--- config.mk ---
export PLATFORM = sky130hd
export DESIGN_NAME = dsp_sample_bridge_flat
export DESIGN_NICKNAME = d
export VERILOG_FILES = /design/src/rtl/dsp_sample_bridge_pkg.sv /design/src/rtl/dsp_sample_bridge_if.sv /design/src/rtl/dsp_sample_bridge_q530_clip.sv /design/src/rtl/dsp_sample_bridge.sv /design/src/flat_wrapper.sv
export SDC_FILE = /design/constraint.sdc
export NUM_CORES = 1
export LEC_CHECK = 0
export BUFFER_PORTS_ARGS = -buffer_cell sky130_fd_sc_hd__buf_2
export CAP_MARGIN = 30
export CORE_UTILIZATION = 50
export CTS_BUF_LIST = sky130_fd_sc_hd__clkbuf_2
export DETAILED_ROUTE_END_ITERATION = 8
export PLACE_DENSITY_LB_ADDON = 0.1
export SYNTH_ARGS = -nofsm -noshare
export SYNTH_HDL_FRONTEND = slang
export SYNTH_HIERARCHICAL = 1
export SYNTH_SLANG_ARGS = --single-unit
export TNS_END_PERCENT = 20
--- constraint.sdc ---
create_clock -name clk -period 2.6 [get_ports clk]
set_clock_uncertainty 0.15 [all_clocks]
set_input_delay 0.52 -clock clk [delete_from_list [all_inputs] [get_ports clk]]
set_output_delay 0.52 -clock clk [all_outputs]
set_load 0.01 [all_outputs]
--- src/rtl/dsp_sample_bridge_pkg.sv ---
// Shared state type, Q5.30 clamp limits and counter width for the uDSP sample bridge.
package dsp_bridge_pkg;

   typedef enum logic [2:0] {IDLE, LOAD, START, RUN, DRAIN} bridge_state_t;

   localparam logic signed [35:0] Q530_POS_ONE_M1 = 36'sh0_3FFF_FFFF;
   localparam logic signed [35:0] Q530_NEG_ONE    = 36'shF_C000_0000;

   localparam int CLIP_CNT_W = 16;

endpackage

--- src/rtl/dsp_sample_bridge_if.sv ---
// Sample streams plus the bridge-owned RAM port; master is the bridge side, slave the environment.
interface dsp_sample_bridge_if #(
   parameter int DAW = 10,
   parameter int DWW = 36
);
   import dsp_bridge_pkg::*;

   logic           in_valid;
   logic           in_ready;
   logic [DWW-1:0] in_data;
   logic           out_valid;
   logic           out_ready;
   logic [DWW-1:0] out_data;
   logic [DAW-1:0] mem_addr;
   logic [DWW-1:0] mem_wdata;
   logic           mem_we;
   logic [DWW-1:0] mem_rdata;

   modport master (
      input  in_valid, in_data, out_ready, mem_rdata,
      output in_ready, out_valid, out_data, mem_addr, mem_wdata, mem_we
   );

   modport slave (
      output in_valid, in_data, out_ready, mem_rdata,
      input  in_ready, out_valid, out_data, mem_addr, mem_wdata, mem_we
   );

endinterface

--- src/rtl/dsp_sample_bridge_q530_clip.sv ---
// q530_clip: combinational clamp of a Q5.30 word to [-1.0, 1.0 - lsb] with a clipped flag.
// Only compiled when DSP_BRIDGE_CLIP_EN is defined, since only that build instantiates it.
`ifdef DSP_BRIDGE_CLIP_EN
module q530_clip
   import dsp_bridge_pkg::*;
#(
   parameter int DWW = 36
) (
   input  logic signed [DWW-1:0] i_word,
   output logic        [DWW-1:0] o_word,
   output logic                  o_clipped
);

   localparam logic signed [DWW-1:0] HI = DWW'(Q530_POS_ONE_M1);
   localparam logic signed [DWW-1:0] LO = DWW'(Q530_NEG_ONE);

   // Returns {clipped, word}.
   function automatic logic [DWW:0] sat_q530(input logic signed [DWW-1:0] x);
      if (x > HI) return {1'b1, HI};
      if (x < LO) return {1'b1, LO};
      return {1'b0, x};
   endfunction

   assign {o_clipped, o_word} = sat_q530(i_word);

endmodule
`endif

--- src/rtl/dsp_sample_bridge.sv ---
// dsp_sample_bridge: loads a frame into uDSP data RAM, starts the core, waits, then streams results out.
// Optional output clamping and clip counting under `DSP_BRIDGE_CLIP_EN.
module dsp_sample_bridge
   import dsp_bridge_pkg::*;
#(
   parameter int             DAW        = 10,
   parameter int             DWW        = 36,
   parameter int             NCH_IN     = 8,
   parameter int             NCH_OUT    = 8,
   parameter logic [DAW-1:0] IN_BASE    = 10'h000,
   parameter logic [DAW-1:0] OUT_BASE   = 10'h040,
   parameter int             RUN_CYCLES = 520
) (
   input  logic                  clk,
   input  logic                  reset_n,
   input  logic                  frame_sync,
   dsp_sample_bridge_if.master   bus,
   output logic                  dsp_start,
   output logic                  busy,
   output logic                  overrun,
   output logic [CLIP_CNT_W-1:0] clip_count
);

   localparam int NCH_MAX = (NCH_IN > NCH_OUT) ? NCH_IN : NCH_OUT;
   localparam int KW      = (NCH_MAX > 1) ? $clog2(NCH_MAX) : 1;
   localparam int CW      = (RUN_CYCLES > 1) ? $clog2(RUN_CYCLES) : 1;

   localparam logic [KW-1:0] K_IN_LAST  = KW'(NCH_IN - 1);
   localparam logic [KW-1:0] K_OUT_LAST = KW'(NCH_OUT - 1);
   localparam logic [CW-1:0] RUN_LAST   = CW'(RUN_CYCLES - 1);

   bridge_state_t         r_state;
   logic [KW-1:0]         r_k;
   logic [CW-1:0]         r_run_cnt;
   logic                  r_prime;
   logic                  r_in_ready;
   logic                  r_out_valid;
   logic [DWW-1:0]        r_out_data;
   logic                  r_clip_flag;
   logic [DAW-1:0]        r_mem_addr;
   logic [DWW-1:0]        r_mem_wdata;
   logic                  r_mem_we;
   logic                  r_dsp_start;
   logic                  r_busy;
   logic                  r_overrun;
   logic [CLIP_CNT_W-1:0] r_clip_cnt;

   logic [DWW-1:0]        w_clip_word;
   logic                  w_clipped;

`ifdef DSP_BRIDGE_CLIP_EN
   q530_clip #(.DWW(DWW)) u_clip (
      .i_word    (bus.mem_rdata),
      .o_word    (w_clip_word),
      .o_clipped (w_clipped)
   );
`else
   assign w_clip_word = bus.mem_rdata;
   assign w_clipped   = 1'b0;
`endif

   always_ff @(posedge clk or negedge reset_n) begin
      if (!reset_n) begin
         r_state     <= IDLE;
         r_k         <= '0;
         r_run_cnt   <= '0;
         r_prime     <= 1'b0;
         r_in_ready  <= 1'b0;
         r_out_valid <= 1'b0;
         r_out_data  <= '0;
         r_clip_flag <= 1'b0;
         r_mem_addr  <= '0;
         r_mem_wdata <= '0;
         r_mem_we    <= 1'b0;
         r_dsp_start <= 1'b0;
         r_busy      <= 1'b0;
         r_overrun   <= 1'b0;
         r_clip_cnt  <= '0;
      end else begin
         r_mem_we    <= 1'b0;
         r_dsp_start <= 1'b0;
         if (frame_sync && (r_state != IDLE)) r_overrun <= 1'b1;

         unique case (r_state)
            IDLE: begin
               r_k <= '0;
               if (frame_sync) begin
                  r_state    <= LOAD;
                  r_in_ready <= 1'b1;
                  r_busy     <= 1'b1;
               end
            end
            LOAD: begin
               if (bus.in_valid && r_in_ready) begin
                  r_mem_addr  <= IN_BASE + DAW'(r_k);
                  r_mem_wdata <= bus.in_data;
                  r_mem_we    <= 1'b1;
                  if (r_k == K_IN_LAST) begin
                     r_k         <= '0;
                     r_in_ready  <= 1'b0;
                     r_dsp_start <= 1'b1;
                     r_state     <= START;
                  end else begin
                     r_k <= r_k + 1'b1;
                  end
               end
            end
            START: begin
               r_run_cnt <= '0;
               r_state   <= RUN;
            end
            RUN: begin
               // The first drain read is issued on the way out so it is already on the port in DRAIN.
               if (r_run_cnt == RUN_LAST) begin
                  r_state    <= DRAIN;
                  r_k        <= '0;
                  r_prime    <= 1'b1;
                  r_mem_addr <= OUT_BASE;
               end else begin
                  r_run_cnt <= r_run_cnt + 1'b1;
               end
            end
            DRAIN: begin
               // Next read is issued when the current word is latched, hiding RAM latency behind the handshake.
               if (r_prime) begin
                  r_prime <= 1'b0;
               end else if (!r_out_valid) begin
                  r_out_data  <= w_clip_word;
                  r_clip_flag <= w_clipped;
                  r_out_valid <= 1'b1;
                  if (r_k != K_OUT_LAST) r_mem_addr <= OUT_BASE + DAW'(r_k) + 1'b1;
               end else if (bus.out_ready) begin
                  r_out_valid <= 1'b0;
                  if (r_clip_flag && (r_clip_cnt != '1)) r_clip_cnt <= r_clip_cnt + 1'b1;
                  if (r_k == K_OUT_LAST) begin
                     r_k     <= '0;
                     r_state <= IDLE;
                     r_busy  <= 1'b0;
                  end else begin
                     r_k <= r_k + 1'b1;
                  end
               end
            end
            default: r_state <= IDLE;
         endcase
      end
   end

   assign bus.in_ready  = r_in_ready;
   assign bus.out_valid = r_out_valid;
   assign bus.out_data  = r_out_data;
   assign bus.mem_addr  = r_mem_addr;
   assign bus.mem_wdata = r_mem_wdata;
   assign bus.mem_we    = r_mem_we;
   assign dsp_start     = r_dsp_start;
   assign busy          = r_busy;
   assign overrun       = r_overrun;
   assign clip_count    = r_clip_cnt;

endmodule

--- src/flat_wrapper.sv ---
// flat-port wrapper written by rule: the top's interface ports become plain ports
module dsp_sample_bridge_flat import dsp_bridge_pkg::*;
#(
   parameter int             DAW        = 10,
   parameter int             DWW        = 36,
   parameter int             NCH_IN     = 8,
   parameter int             NCH_OUT    = 8,
   parameter logic [DAW-1:0] IN_BASE    = 10'h000,
   parameter logic [DAW-1:0] OUT_BASE   = 10'h040,
   parameter int             RUN_CYCLES = 520
)
  (clk, reset_n, frame_sync, dsp_start, busy, overrun, clip_count, bus_in_valid, bus_in_data, bus_out_ready, bus_mem_rdata, bus_in_ready, bus_out_valid, bus_out_data, bus_mem_addr, bus_mem_wdata, bus_mem_we);
  dsp_sample_bridge_if #(.DAW(DAW), .DWW(DWW)) bus_i ();
  input  logic clk;
  input  logic reset_n;
  input  logic frame_sync;
  output logic dsp_start;
  output logic busy;
  output logic overrun;
  output logic [CLIP_CNT_W-1:0] clip_count;
  input wire logic [$bits(bus_i.in_valid)-1:0] bus_in_valid;
  input wire logic [$bits(bus_i.in_data)-1:0] bus_in_data;
  input wire logic [$bits(bus_i.out_ready)-1:0] bus_out_ready;
  input wire logic [$bits(bus_i.mem_rdata)-1:0] bus_mem_rdata;
  output wire logic [$bits(bus_i.in_ready)-1:0] bus_in_ready;
  output wire logic [$bits(bus_i.out_valid)-1:0] bus_out_valid;
  output wire logic [$bits(bus_i.out_data)-1:0] bus_out_data;
  output wire logic [$bits(bus_i.mem_addr)-1:0] bus_mem_addr;
  output wire logic [$bits(bus_i.mem_wdata)-1:0] bus_mem_wdata;
  output wire logic [$bits(bus_i.mem_we)-1:0] bus_mem_we;
  assign bus_i.in_valid = bus_in_valid;
  assign bus_i.in_data = bus_in_data;
  assign bus_i.out_ready = bus_out_ready;
  assign bus_i.mem_rdata = bus_mem_rdata;
  assign bus_in_ready = bus_i.in_ready;
  assign bus_out_valid = bus_i.out_valid;
  assign bus_out_data = bus_i.out_data;
  assign bus_mem_addr = bus_i.mem_addr;
  assign bus_mem_wdata = bus_i.mem_wdata;
  assign bus_mem_we = bus_i.mem_we;
  dsp_sample_bridge #(.DAW(DAW), .DWW(DWW), .NCH_IN(NCH_IN), .NCH_OUT(NCH_OUT), .IN_BASE(IN_BASE), .OUT_BASE(OUT_BASE), .RUN_CYCLES(RUN_CYCLES)) u_core (.clk(clk), .reset_n(reset_n), .frame_sync(frame_sync), .bus(bus_i), .dsp_start(dsp_start), .busy(busy), .overrun(overrun), .clip_count(clip_count));
endmodule
==> summary.txt <==
Initial antenna violation count -> 0
Number of vias per cell -> 4.94
Kind of critical path -> reg2reg
Setup crit end kind -> flip-flop
Critical path required time -> 2.90 ns
Synthesis-stage register bit count -> 100
First-pass GRT wire length -> 15.2 mm
Total CTS buffers -> 9
Largest net degree at the start of global routing -> 41
YS warnings -> 6
Slew Limit Fails -> 0
Share of cells above drive strength 1 -> 45.5%
Post-Syn Area -> 4310 um^2
Vias in the first global route -> 3333
Setup bufs post-CTS -> 0
Nets -> 638
Root Buffer -> clkbuf_2
Synth-to-Final Area Change -> 38.0%
CTS tree -> built
Setup TNS Final -> 0 ns
Most Crowded Layer GR -> met2
Num Clock Sinks -> 100
CP arrival -> 2.63 ns
Crit share post-route -> 89.5%
Total core area -> 8260 um^2
Die width -> 94.8 um
Post-Synth Adder-Cell Area -> 0.872%
Leak -> 0.00295 uW
Final setup margin -> 0.273 ns
Compound-gate portion of the synthesized area -> 4.42%
Initial DRC count -> 82
Detailed-route via count -> 3299
Port bufs -> 159
Worst-case reg-to-reg path depth -> 7
H-tree depth -> 3
Wire per inst -> 14.6 um
Clock buffer depth -> 2
Unrepaired setup endpoints after global routing -> false
Tmin final -> 2.33 ns
Post-synth cell types -> 40
Main combinational cell family by area after synthesis -> multiplexers
Clk pin slew, worst setup/hold paths -> 0.27 ns
Mux share of post-synthesis cell area -> 20.9%
Synth Flop Type -> dfrtp_1
Final Non-Filler Cells -> 668
Ant diodes -> 0
Global route overflow -> 0
Async SR Flop Fraction -> 100%
Post-DP HPWL -> 6.37 mm
Number of fill cells -> 583
Mean Syn Cell Area -> 13.1 um^2
Final core occ -> 72.0%
Startpoint Class -> flip-flop
Slew margin rel. -> 65.5%
DRT antenna net count -> 0
Peak supply drop -> 0.000529 V
Met3 Resource Use GR -> 5.15%
Fraction of the mapped netlist area in simple logic gates -> 8.05%
Post-synthesis xor/xnor area fraction -> 1.63%
GR Util All Layers -> 22.0%
Outcome -> finished, final reports clean
DRC errors left -> 0
Cell Rows -> 33
GP Congestion -> 0.817
Initial core utilization -> 52.2%
IO Pins -> 181
Post-detailed-routing wire length -> 9.78 mm
Fmax -> 430 MHz
TritonRoute pass-1 iters -> 4
Die height -> 94.8 um
Max-cap violation count -> 0
Hold Path Stages -> 2
Die area -> 8990 um^2
Gate Count Post-Synth -> 329
EDFF count, synth -> 0
Post-placement setup slack -> 0.331 ns
Transition time of the tightest slew-check pin -> 0.516 ns
Met2 Resource Use GR -> 37.5%
Worst Hold Class -> in2reg
Met1 usage -> 26.9%
Setup Viol. Count Final -> 0
Placed instance count -> 585
Fin. Hold Viols -> 0
Crit Path Max Fanout -> 9
Clock Latency Late Sink -> 0.53 ns
Sequential area share after synthesis -> 58.1%
Pwr Density -> 926 nW/um^2
[synth_stat cells, drive strengths merged, types with 4 or more instances]
| library cell | n | area [um^2] |
|---|---|---|
| inv | 5 | 18.8 |
| mux2 | 78 | 878 |
| clkbuf | 6 | 22.5 |
| buf | 29 | 216 |
| nand2b | 4 | 25.0 |
| dfrtp | 100 | 2500 |
| nor3 | 6 | 41.3 |
| nor2 | 15 | 56.3 |
| a21oi | 7 | 35.0 |
| nand3 | 11 | 55.1 |
| xnor2 | 7 | 61.3 |
| o21ai | 8 | 40.0 |
| nand2 | 17 | 63.8 |
[report_power, final]
part           switching (uW)  internal [uW]
Sequential                377           2150
Clock                     544            149
Combinational            1120           1170
[cells in the final DEF, fill, tap and decap left out, types with 2 or more instances in the layout]
cell type / instances
inv_1: 5
ha_1: 3
and3_1: 3
xnor2_1: 7
dlygate4sd3_1: 67
o211ai_1: 2
nor2_1: 15
o31ai_1: 3
inv_8: 2
conb_1: 21
nand3_1: 11
clkinvlp_4: 2
nor3_1: 4
buf_12: 3
clkbuf_2: 10
nand2_1: 17
buf_2: 158
a21oi_1: 7
mux2i_1: 2
mux2_2: 70
o311ai_0: 2
dfrtp_1: 100
and2_1: 2
nand2b_1: 4
mux2_1: 8
o21ai_0: 8
nand3b_1: 2
buf_4: 5
o22ai_1: 2
nor2b_1: 2
[metrics by stage]
step | hold slack [ns] | power, uW | cell area (um^2)
4_1_cts | 0.00167 | 5510 | 5900
3_5_place_dp | 0.309 | 4740 | 5170
3_3_place_gp | 0.298 | 4680 | 5170
2_1_floorplan | 0.0744 | 3860 | 4380
6_report | 0.0649 | 5510 | 5940
5_1_grt | 0.00514 | 5900 | 5940
[flip-flops by register name (all words and copies together), names as in the netlist, 3 cells and up]
name and count:
u_core/r_k 3, u_core/r_run_cnt 10, u_core/bus.mem_wdata 36, u_core/bus.out_data 36
u_core/r_state 3, u_core/bus.mem_addr 5
[layout make-up]
type | instances | area (um^2) | area share [%]
multi-input combinational | 209 | 1630 | 27.4
clock buffer | 10 | 50.0 | 0.842
inverter | 5 | 18.8 | 0.316
tap | 105 | 131 | 2.21
sequential | 100 | 2500 | 42.1
clock inverter | 6 | 55.1 | 0.926
timing repair buffer | 233 | 1560 | 26.2
[critical path: stages (launching register included)]
cell and delay, ns:
dfrtp_1 0.49, ha_1 0.17, ha_1 0.33, nand2b_1 0.11, o311ai_0 0.34, a21oi_1 0.18, nor2_1 0.13, mux2_2 0.33
[what timing repair did]
item	4_1_cts	5_1_grt
hold buffers	63	4
endpoints found under the hold margin	100	4
endpoints found under the setup margin	0	0
gates resized for setup	0	0
[final timing paths]
kind / to / start / slack [ns]
max reg2reg: u_core/r_state[0] / u_core/r_k[0] / 0.27
min in group asynchronous: u_core/bus.mem_addr[3] / reset_n / 0.30
max: u_core/r_state[0] / u_core/r_k[0] / 0.27
max in group asynchronous: u_core/bus.out_data[15] / reset_n / 1.29
min reg2reg: u_core/overrun / u_core/overrun / 0.36
min: u_core/bus.out_data[27] / bus_mem_rdata[27] / 0.06
[layer usage]
layer	part of all wire (%)	routed length [um]
met5	0	0
met3	7.0	681
met4	1.8	176
met2	51	4940
met1	41	3980
[kinds of logic after synthesis]
logic type,after synthesis
flip-flops,100
adder cells (fa/ha/maj),3
XOR/XNOR,8
buffers and inverters,40
AO/OA/AOI/OAI,30
multiplexers,80
AND/OR/NAND/NOR,67
other,1
Note: power is estimated with default switching activity, not from simulation.
